==> src/rtl/fifo_pkg.sv <==
// Shared sizing constants and payload type for the single-clock byte FIFO.
package fifo_pkg;

  localparam int unsigned DATA_WIDTH = 8;
  localparam int unsigned DEPTH      = 16;
  localparam int unsigned ADDR_WIDTH = $clog2(DEPTH);

  typedef logic [DATA_WIDTH-1:0] data_t;

endpackage : fifo_pkg

==> src/rtl/sync_fifo_mem.sv <==
// DEPTH x DATA_WIDTH storage array with one write port and a registered read port.
//   clk    : rising-edge clock
//   rst    : async active-low reset (clears the read register only)
//   we     : write enable; wdata stored at waddr on the edge
//   waddr  : write address
//   wdata  : write data
//   re     : read enable; mem[raddr] captured into rdata on the edge
//   raddr  : read address
//   rdata  : registered read data, holds between accepted reads
module sync_fifo_mem
  import fifo_pkg::*;
(
  input  logic                  clk,
  input  logic                  rst,
  input  logic                  we,
  input  logic [ADDR_WIDTH-1:0] waddr,
  input  data_t                 wdata,
  input  logic                  re,
  input  logic [ADDR_WIDTH-1:0] raddr,
  output data_t                 rdata
);

  data_t mem [DEPTH];
  data_t rdata_q;

  // Storage words are intentionally left unreset.
  always_ff @(posedge clk) begin
    if (we) begin
      mem[waddr] <= wdata;
    end
  end

  // Read register: only an accepted read updates it.
  always_ff @(posedge clk or negedge rst) begin
    if (!rst) begin
      rdata_q <= '0;
    end else if (re) begin
      rdata_q <= mem[raddr];
    end
  end

  assign rdata = rdata_q;

endmodule : sync_fifo_mem

==> src/rtl/sync_fifo.sv <==
// Single-clock 16-slot byte FIFO, 15 usable entries, registered read data.
//   clk   : rising-edge clock
//   rst   : async active-low reset
//   wr    : write request, din sampled on the same edge
//   rd    : read request
//   din   : write data
//   dout  : registered read data
//   empty : stored count == 0
//   full  : stored count == DEPTH-1
module sync_fifo
  import fifo_pkg::*;
(
  input  logic  clk,
  input  logic  rst,
  input  logic  wr,
  input  logic  rd,
  input  data_t din,
  output data_t dout,
  output logic  empty,
  output logic  full
);

  logic [ADDR_WIDTH-1:0] wptr;
  logic [ADDR_WIDTH-1:0] wptr_d;
  logic [ADDR_WIDTH-1:0] rptr;
  logic [ADDR_WIDTH-1:0] rptr_d;
  logic [ADDR_WIDTH:0]   cnt;
  logic [ADDR_WIDTH:0]   cnt_d;
  logic                  wr_ok_c;
  logic                  rd_ok_c;

  // Level flags straight from the registered count.
  assign empty = (cnt == '0);
  assign full  = (cnt == (ADDR_WIDTH+1)'(DEPTH - 1));

  // A simultaneous wr+rd is a no-op rather than a pass-through.
  assign wr_ok_c = wr & ~rd & ~full;
  assign rd_ok_c = rd & ~wr & ~empty;

  // Next-state for pointers and count; pointers wrap modulo DEPTH.
  always_comb begin
    wptr_d = wptr;
    rptr_d = rptr;
    cnt_d  = cnt;
    if (wr_ok_c) begin
      wptr_d = wptr + ADDR_WIDTH'(1);
      cnt_d  = cnt + (ADDR_WIDTH+1)'(1);
    end
    if (rd_ok_c) begin
      rptr_d = rptr + ADDR_WIDTH'(1);
      cnt_d  = cnt - (ADDR_WIDTH+1)'(1);
    end
  end

  // State register.
  always_ff @(posedge clk or negedge rst) begin
    if (!rst) begin
      wptr <= '0;
      rptr <= '0;
      cnt  <= '0;
    end else begin
      wptr <= wptr_d;
      rptr <= rptr_d;
      cnt  <= cnt_d;
    end
  end

  sync_fifo_mem u_mem (
    .clk   (clk),
    .rst   (rst),
    .we    (wr_ok_c),
    .waddr (wptr),
    .wdata (din),
    .re    (rd_ok_c),
    .raddr (rptr),
    .rdata (dout)
  );

endmodule : sync_fifo

==> config.mk <==
export PLATFORM = sky130hd
export DESIGN_NAME = sync_fifo
export DESIGN_NICKNAME = d
export VERILOG_FILES = /design/src/rtl/fifo_pkg.sv /design/src/rtl/sync_fifo_mem.sv /design/src/rtl/sync_fifo.sv
export SDC_FILE = /design/constraint.sdc
export NUM_CORES = 1
export LEC_CHECK = 0
export ABC_AREA = 1
export ABC_CLOCK_PERIOD_IN_PS = 6100
export BUFFER_PORTS_ARGS = -buffer_cell sky130_fd_sc_hd__buf_2
export CAP_MARGIN = 0
export CORE_UTILIZATION = 46
export DETAILED_ROUTE_END_ITERATION = 6
export PLACE_DENSITY = 0.71
export SYNTH_ARGS = -nofsm -noshare
export SYNTH_HDL_FRONTEND = slang
export SYNTH_SLANG_ARGS = --single-unit
==> constraint.sdc <==
create_clock -name clk -period 6.1 [get_ports clk]
set_input_delay 0.305 -clock clk [delete_from_list [all_inputs] [get_ports clk]]
set_output_delay 0.305 -clock clk [all_outputs]
set_load 0.01 [all_outputs]
==> results of run 1 <==
==> critical path: cells and delay by family, from the launching register on <==
family,cells,cell delay (ps)
simple gates,8,850
buf+inv,2,1270
flops,1,380
==> placed cells by master (no fill, tap or decap) <==
| master | n |
|---|---|
| sky130_fd_sc_hd__buf_2 | 21 |
| sky130_fd_sc_hd__edfxtp_1 | 128 |
| sky130_fd_sc_hd__fa_1 | 1 |
| sky130_fd_sc_hd__nand2_1 | 215 |
| sky130_fd_sc_hd__clkbuf_1 | 7 |
| sky130_fd_sc_hd__dfrtp_2 | 1 |
| sky130_fd_sc_hd__clkinv_2 | 4 |
| sky130_fd_sc_hd__inv_2 | 1 |
| sky130_fd_sc_hd__xor2_1 | 7 |
| sky130_fd_sc_hd__nand2b_1 | 1 |
| sky130_fd_sc_hd__buf_4 | 8 |
| sky130_fd_sc_hd__o21ai_1 | 1 |
| sky130_fd_sc_hd__a21oi_1 | 4 |
| sky130_fd_sc_hd__nor2_1 | 11 |
| sky130_fd_sc_hd__dlygate4sd3_1 | 1 |
| sky130_fd_sc_hd__clkbuf_16 | 17 |
| sky130_fd_sc_hd__inv_1 | 118 |
| sky130_fd_sc_hd__ha_1 | 8 |
| sky130_fd_sc_hd__bufinv_16 | 2 |
| sky130_fd_sc_hd__o21ai_0 | 3 |
| sky130_fd_sc_hd__dfrtp_1 | 20 |
| sky130_fd_sc_hd__clkinv_1 | 1 |
| sky130_fd_sc_hd__nor3_1 | 12 |
| sky130_fd_sc_hd__nand3_1 | 103 |
| sky130_fd_sc_hd__clkbuf_8 | 1 |
| sky130_fd_sc_hd__nand4_1 | 1 |
| sky130_fd_sc_hd__nand3_2 | 1 |
==> layout make-up <==
class	count	area [um2]	share of cell area (%)
timing repair buffer	30	175	2.36
tap	180	225	3.03
clock inverter	6	80.1	1.08
sequential	149	4370	58.8
multi-input combinational	368	1670	22.4
inverter	120	450	6.06
clock buffer	25	465	6.26
==> logic make-up after synthesis <==
kind of cell	count (synthesis)
compound gates	8
xor+xnor	7
fa+ha+maj	9
buf+inv	149
flops	149
simple gates	344
==> Yosys cell counts <==
master                       n  area share, %
sky130_fd_sc_hd__nand2_1   215             12
sky130_fd_sc_hd__edfxtp_1  128             58
sky130_fd_sc_hd__inv_1     118            6.6
sky130_fd_sc_hd__nand3_1   103            7.7
sky130_fd_sc_hd__dfrtp_1    21            7.9
sky130_fd_sc_hd__buf_2      16            1.2
sky130_fd_sc_hd__nor3_1     12           0.90
sky130_fd_sc_hd__nor2_1     11           0.62
sky130_fd_sc_hd__buf_4       9            1.0
sky130_fd_sc_hd__ha_1        8            1.5
sky130_fd_sc_hd__xor2_1      7           0.92
sky130_fd_sc_hd__a21oi_1     4           0.30
sky130_fd_sc_hd__o21ai_0     3           0.23
sky130_fd_sc_hd__buf_6       2           0.34
sky130_fd_sc_hd__clkbuf_1    2           0.11
sky130_fd_sc_hd__clkinv_1    1          0.056
sky130_fd_sc_hd__fa_1        1           0.30
sky130_fd_sc_hd__inv_2       1          0.056
sky130_fd_sc_hd__nand2b_1    1          0.094
sky130_fd_sc_hd__nand3_2     1           0.15
sky130_fd_sc_hd__nand4_1     1          0.094
sky130_fd_sc_hd__o21ai_1     1          0.075
==> worst max path at each step <==
| stage | to | cells past startpoint | slack, ps |
|---|---|---|---|
| after global placement | u_mem.rdata[5] | 10 | 3580 |
| after global routing | u_mem.rdata[5] | 10 | 3240 |
| after CTS | u_mem.mem[12][4] | 5 | 3510 |
| final | u_mem.rdata[7] | 10 | 3480 |
| after detailed placement | u_mem.rdata[3] | 10 | 3540 |
| after floorplan | u_mem.mem[0][0] | 7 | 4140 |
==> layer usage <==
layer	vias to the layer above	share of wire, %
met5	-	0
met4	0	2.6
met3	32	7.8
met2	196	48
met1	2150	42
li1	2175	-
==> sequential cells by signal (all words and copies together), names as in the netlist <==
signal	cells
cnt	5
rptr	4
u_mem.rdata	8
wptr	4
u_mem.mem	128
==> stage by stage <==
step | utilization, % | total power [mW] | instance area [um2]
6_report | 53.1 | 3.33 | 7430
2_1_floorplan | - | 2.07 | 6670
5_1_grt | 53.1 | 3.51 | 7430
4_1_cts | 53.1 | 3.34 | 7430
3_5_place_dp | 49.2 | 2.36 | 6880
3_3_place_gp | 49.2 | 2.33 | 6880
==> power breakdown <==
part / switching (mW) / internal (mW)
Clock: 0.369 / 0.607
Combinational: 0.727 / 0.312
Sequential: 0.0954 / 1.22
==> what timing repair did <==
action | 4_1_cts | 5_1_grt
hold endpoints to repair | 21 | 0
endpoints found under the setup margin | 0 | 0
hold buffers | 1 | 0
==> run summary, run 1 <==
- **outcome** finished clean
- **Netlist cell types** 22
- **Final Skew** 6.66 ps
- **peak fanout along the critical path** 67
- **final routed wirelength across all metal layers** 14500 um
- **global routing usage on met2** 32.8%
- **drt first pass iters** 7
- **Routed wire per std cell** 16.5 um
- **clock root buffer master** sky130_fd_sc_hd__clkbuf_16
- **worst setup path category** register to register
- **share of cell area taken by muxes after synthesis** 0%
- **Fin. Hold Viols** 0
- **area of the core** 14000 um2
- **die span in y** 122 um
- **total global routing track utilization** 21.1%
- **largest net degree at the start of global routing** 68
- **adder and majority cell fraction of the synthesized area** 1.80%
- **final worst-path cycle share** 42.9%
- **complex-gate fraction of the synthesized area** 0.601%
- **number of standard cells after synthesis** 666
- **wire length of the first global-routing pass** 22800 um
- **depth of the worst register-to-register path** 10
- **ratio of total power to cell area** 448 nW/um2
- **max cap viols** 0
- **total placed cells including tap cells** 846
- **Setup Total Neg Slack** 0 ps
- **clock latency at the later pin of the worst-skew pair** 420 ps
- **actual slew at the worst max-slew pin** 1180 ps
- **Antenna Cells** 0
- **largest family of logic cells by synthesized area** simple AND/OR/NAND/NOR gates
- **gr ovfl total** 0
- **initial core utilization** 47.6%
- **post-synthesis share of cell area spent on and, or, nand and nor gates** 21.7%
- **Hold WC Path Type** input pin to register
- **worst reg2reg endpoint** u_mem.rdata[7]
- **worst slack at placement** 3540 ps
- **Max stage delay cell, worst path** sky130_fd_sc_hd__inv_2
- **Chip Width** 122 um
- **largest incremental delay on the critical path** 940 ps
- **# IOs** 22
- **Max Buffers Root-to-Sink** 2
- **most prevalent standard cell on the critical path** sky130_fd_sc_hd__nand2_1
- **number of antenna-violating nets in the routed design** 0
- **maximum achievable frequency** 0.382 GHz
- **number of H-tree levels** 4
- **startpoint of the worst setup timing path** rptr[0]
- **R2R setup slack** 3480 ps
- **number of setup violations in the final report** 0
- **Placer Congestion** 0.835
- **worst slew margin relative to its limit** 20.5%
- **sequential share of the synthesized area** 65.6%
- **Mean Syn Cell Area** 10.0 um2
- **kind of start point of the critical path** register
- **Post-DP HPWL** 9000 um
- **Max rail drop VDD** 280 uV
- **data arrival time of the worst path** 2980 ps
- **number of placement rows** 43
- **Final Non-Filler Cells** 878
- **hold path startpoint** rd
- **clock sink count** 149
- **layout-stage area growth over the synthesis result** 11.5%
- **Die Outline Area** 15000 um2
- **total of buffers placed on input and output ports** 21
- **Remaining DRCs** 0
- **setup repair after global routing missed its margin** no
- **global routing met1 resource utilization** 28.2%
- **clock buffers created by TritonCTS** 17
- **post-cts repair resize count** 0
- **Cells on Worst Hold Path** 4
- **synth warn** 0
- **XOR/XNOR Fraction of Synth Area** 0.920%
- **Tmin final** 2620 ps
- **Detailed Route Iter0 Violations** 435
- **required time of the critical path** 6460 ps
- **met3 routing resource usage after global routing** 4.55%
- **worst-case hold path end point** wptr[3]
- **Yosys reg bits** 149
- **worst r2r src** rptr[0]
- **fraction of layout instances using a drive strength above 1** 8.02%
- **buffer count from post-CTS setup fixing** 0
- **post-detailed-route via-to-cell ratio** 5.19
- **number of nets in the layout** 707
- **post-synthesis cell area** 6670 um2
- **busiest grt layer** met2
- **crit end category** register
- **clock tree from TritonCTS** done
- **fill cell instance count of the final layout** 1226
- **count of pins over their slew limit** 0
- **final worst slack** 3480 ps
- **cell-by-cell trace of the critical path** buf_4 > inv_2 > nand2_1 > nand2_1 > nand2_1 > nand3_1 > nand3_1 > nand2_1 > nand2_1 > nand2_1
- **initial antenna violation count** 0
- **vias after detailed routing** 4553
- **Worst Hold Slack** 206 ps
- **clock slew at reported path FFs** 60 ps
- **via count of the first global-routing pass** 4312
- **number of nets produced by synthesis** 687
- **static leakage** 3.33 nW
(Power assumes the default switching activity.)
==> run 2: changes to the inputs <==
--- a/config.mk
+++ b/config.mk
@@ -6,12 +6,12 @@
 export NUM_CORES = 1
 export LEC_CHECK = 0
 export ABC_AREA = 1
-export ABC_CLOCK_PERIOD_IN_PS = 6100
+export ABC_CLOCK_PERIOD_IN_PS = 2300
 export BUFFER_PORTS_ARGS = -buffer_cell sky130_fd_sc_hd__buf_2
 export CAP_MARGIN = 0
 export CORE_UTILIZATION = 46
 export DETAILED_ROUTE_END_ITERATION = 6
-export PLACE_DENSITY = 0.71
+export PLACE_DENSITY = 0.73
 export SYNTH_ARGS = -nofsm -noshare
 export SYNTH_HDL_FRONTEND = slang
 export SYNTH_SLANG_ARGS = --single-unit
==> constraint.sdc (replaced) <==
create_clock -name clk -period 2.3 [get_ports clk]
set_input_delay 0.115 -clock clk [delete_from_list [all_inputs] [get_ports clk]]
set_output_delay 0.115 -clock clk [all_outputs]
set_load 0.01 [all_outputs]
==> run 2 against run 1 <==
Critical endpoint is now cnt[4]. Via count is 0.99% higher. Routed wire length is 0.99% higher. Critical path type unchanged. Clock-buffer cell count is 7 lower. Flip-flop and latch count stayed put. Final cell count is 2.3% higher. Non-clock buffer count is 19 higher. Register-to-register slack worse by 3300 ps.
==> run summary, run 2 (same netlist as run 1, synthesis figures left out) <==
- **clock buffers created by TritonCTS** 17
- **depth of the worst register-to-register path** 12
- **clock latency at the later pin of the worst-skew pair** 420 ps
- **cell-internal power** 5.80 mW
- **actual slew at the worst max-slew pin** 623 ps
- **Final Total Pwr** 8.95 mW
- **global routing usage on met2** 35.8%
- **Max Buffers Root-to-Sink** 2
- **setup repair after global routing missed its margin** no
- **clock slew at reported path FFs** 60 ps
- **max cap viols** 0
- **required time of the critical path** 2610 ps
- **Switching Power** 3.15 mW
- **via count of the first global-routing pass** 4507
- **vias after detailed routing** 4598
- **clock root buffer master** sky130_fd_sc_hd__clkbuf_16
- **total placed cells including tap cells** 865
- **post-cts repair resize count** 0
- **Post-DP HPWL** 9530 um
- **Setup Total Neg Slack** 0 ps
- **flip-flop count of the largest register after layout** 128
- **Routed wire per std cell** 16.3 um
- **Chip Width** 122 um
- **sw frac** 35.2%
- **clock tree from TritonCTS** done
- **count of pins over their slew limit** 0
- **Antenna Cells** 0
- **number of H-tree levels** 4
- **most frequent cells in the layout** 215 x sky130_fd_sc_hd__nand2_1, 128 x sky130_fd_sc_hd__edfxtp_1, 118 x sky130_fd_sc_hd__inv_1, 103 x sky130_fd_sc_hd__nand3_1, 27 x sky130_fd_sc_hd__buf_4
- **initial antenna violation count** 0
- **kind of start point of the critical path** register
- **Final Skew** 6.08 ps
- **wire length of the first global-routing pass** 23400 um
- **total of buffers placed on input and output ports** 21
- **worst r2r src** cnt[1]
- **clock share of power** 30.1%
- **relative contribution of combinational cells to total power** 31.6%
- **busiest grt layer** met2
- **data arrival time of the worst path** 2390 ps
- **fill cell instance count of the final layout** 1182
- **core utilization of the finished layout** 54.3%
- **Fin. Hold Viols** 0
- **# IOs** 22
- **Die Outline Area** 15000 um2
- **R2R setup slack** 220 ps
- **met3 routing resource usage after global routing** 4.51%
- **Max rail drop VDD** 663 uV
- **fraction of layout instances using a drive strength above 1** 10.7%
- **number of hold buffers added after CTS** 1
- **die span in y** 122 um
- **final routed wirelength across all metal layers** 14700 um
- **register with the most flip-flops** u_mem.mem
- **worst slew margin relative to its limit** 58.4%
- **Tmin final** 2080 ps
- **outcome** finished clean
- **worst slack at placement** 278 ps
- **initial core utilization** 47.6%
- **maximum achievable frequency** 0.481 GHz
- **final worst-path cycle share** 90.5%
- **most common cell after layout, fill and taps aside** sky130_fd_sc_hd__nand2_1
- **number of setup violations in the final report** 0
- **Detailed Route Iter0 Violations** 414
- **global routing met1 resource utilization** 27.8%
- **crit path to** cnt[4]
- **ratio of total power to cell area** 1180 nW/um2
- **crit end category** register
- **number of placement rows** 43
- **clock sink count** 149
- **Remaining DRCs** 0
- **Hold WC Path Type** input pin to register
- **worst reg2reg endpoint** cnt[4]
- **post-detailed-route via-to-cell ratio** 5.12
- **drt first pass iters** 7
- **Placer Congestion** 0.877
- **area of the core** 14000 um2
- **Final Non-Filler Cells** 898
- **worst setup path category** register to register
- **largest net degree at the start of global routing** 48
- **gr ovfl total** 0
- **number of antenna-violating nets in the routed design** 0
- **share of total power in sequential cells** 38.3%
- **layout-stage area growth over the synthesis result** 14.1%
- **startpoint of the worst setup timing path** cnt[1]
- **total global routing track utilization** 21.6%
- **final worst slack** 220 ps
- **buffer count from post-CTS setup fixing** 0
- **peak fanout along the critical path** 6
- **number of nets in the layout** 726
- **static leakage** 3.44 nW
## run 2: changes by cell type in the layout (fill, tap and decap cells not counted)
| cell | previous run | this run |
|---|---|---|
| sky130_fd_sc_hd__clkinv_2 | 4 | 5 |
| sky130_fd_sc_hd__clkinvlp_4 | 0 | 1 |
| sky130_fd_sc_hd__buf_4 | 8 | 27 |
| sky130_fd_sc_hd__bufinv_16 | 2 | 3 |
| sky130_fd_sc_hd__clkbuf_8 | 1 | 0 |
| sky130_fd_sc_hd__clkbuf_1 | 7 | 1 |
| sky130_fd_sc_hd__clkinv_1 | 1 | 6 |
## run 2: worst min-delay path by stage
stage	startpoint	endpoint	slack [ps]	depth (start not counted)
5_1_grt	rd	wptr[3]	50	4
4_1_cts	rd	wptr[3]	10	4
3_5_place_dp	rst	u_mem.rdata[1]	110	1
3_3_place_gp	rst	u_mem.rdata[2]	90	1
6_report	rd	wptr[3]	30	4
2_1_floorplan	rst	cnt[0]	-180	0
## run 2: critical path, stage by stage, from the launching register on
cell and delay [ps]:
sky130_fd_sc_hd__dfrtp_1 430, sky130_fd_sc_hd__nor2_1 170, sky130_fd_sc_hd__nand4_1 150, sky130_fd_sc_hd__nand3_2 160, sky130_fd_sc_hd__inv_1 120, sky130_fd_sc_hd__ha_1 320, sky130_fd_sc_hd__nand2_1 110, sky130_fd_sc_hd__nand2_1 60
sky130_fd_sc_hd__a21oi_1 150, sky130_fd_sc_hd__nand2b_1 150, sky130_fd_sc_hd__nand2_1 60, sky130_fd_sc_hd__nand2_1 50, sky130_fd_sc_hd__nand2_1 40
## run 2: layout make-up
class	instances	area [um2]	share of cell area, %
Multi-Input combinational cell	368	1670	21.9
Inverter	120	450	5.92
Tap cell	180	225	2.96
Timing Repair Buffer	49	318	4.18
Clock inverter	14	141	1.86
Sequential cell	149	4370	57.5
Clock buffer	18	429	5.65
## run 2: power groups by stage
stage / combinational [mW] / clock, mW / sequential (mW)
2_1_floorplan: 2.05 / 0 / 3.45
3_3_place_gp: 2.75 / 0 / 3.46
3_5_place_dp: 2.82 / 0 / 3.48
4_1_cts: 2.85 / 2.72 / 3.43
5_1_grt: 3.18 / 2.83 / 3.46
6_report: 2.83 / 2.69 / 3.43
## run 2: per-stage QoR
stage          cell area, um2  hold WS, ps
4_1_cts                  7600         13.2
5_1_grt                  7600         51.1
3_5_place_dp             7020          112
3_3_place_gp             7020         90.0
6_report                 7600         31.2
2_1_floorplan            6670         -181
## run 2: metal layers
| layer | part of all wire, % | routed length [um] | vias to the layer above |
|---|---|---|---|
| met5 | 0 | 0 | - |
| met4 | 1.8 | 260 | 0 |
| met3 | 6.1 | 894 | 20 |
| met2 | 51 | 7460 | 138 |
| met1 | 41 | 6040 | 2233 |
| li1 | - | - | 2207 |
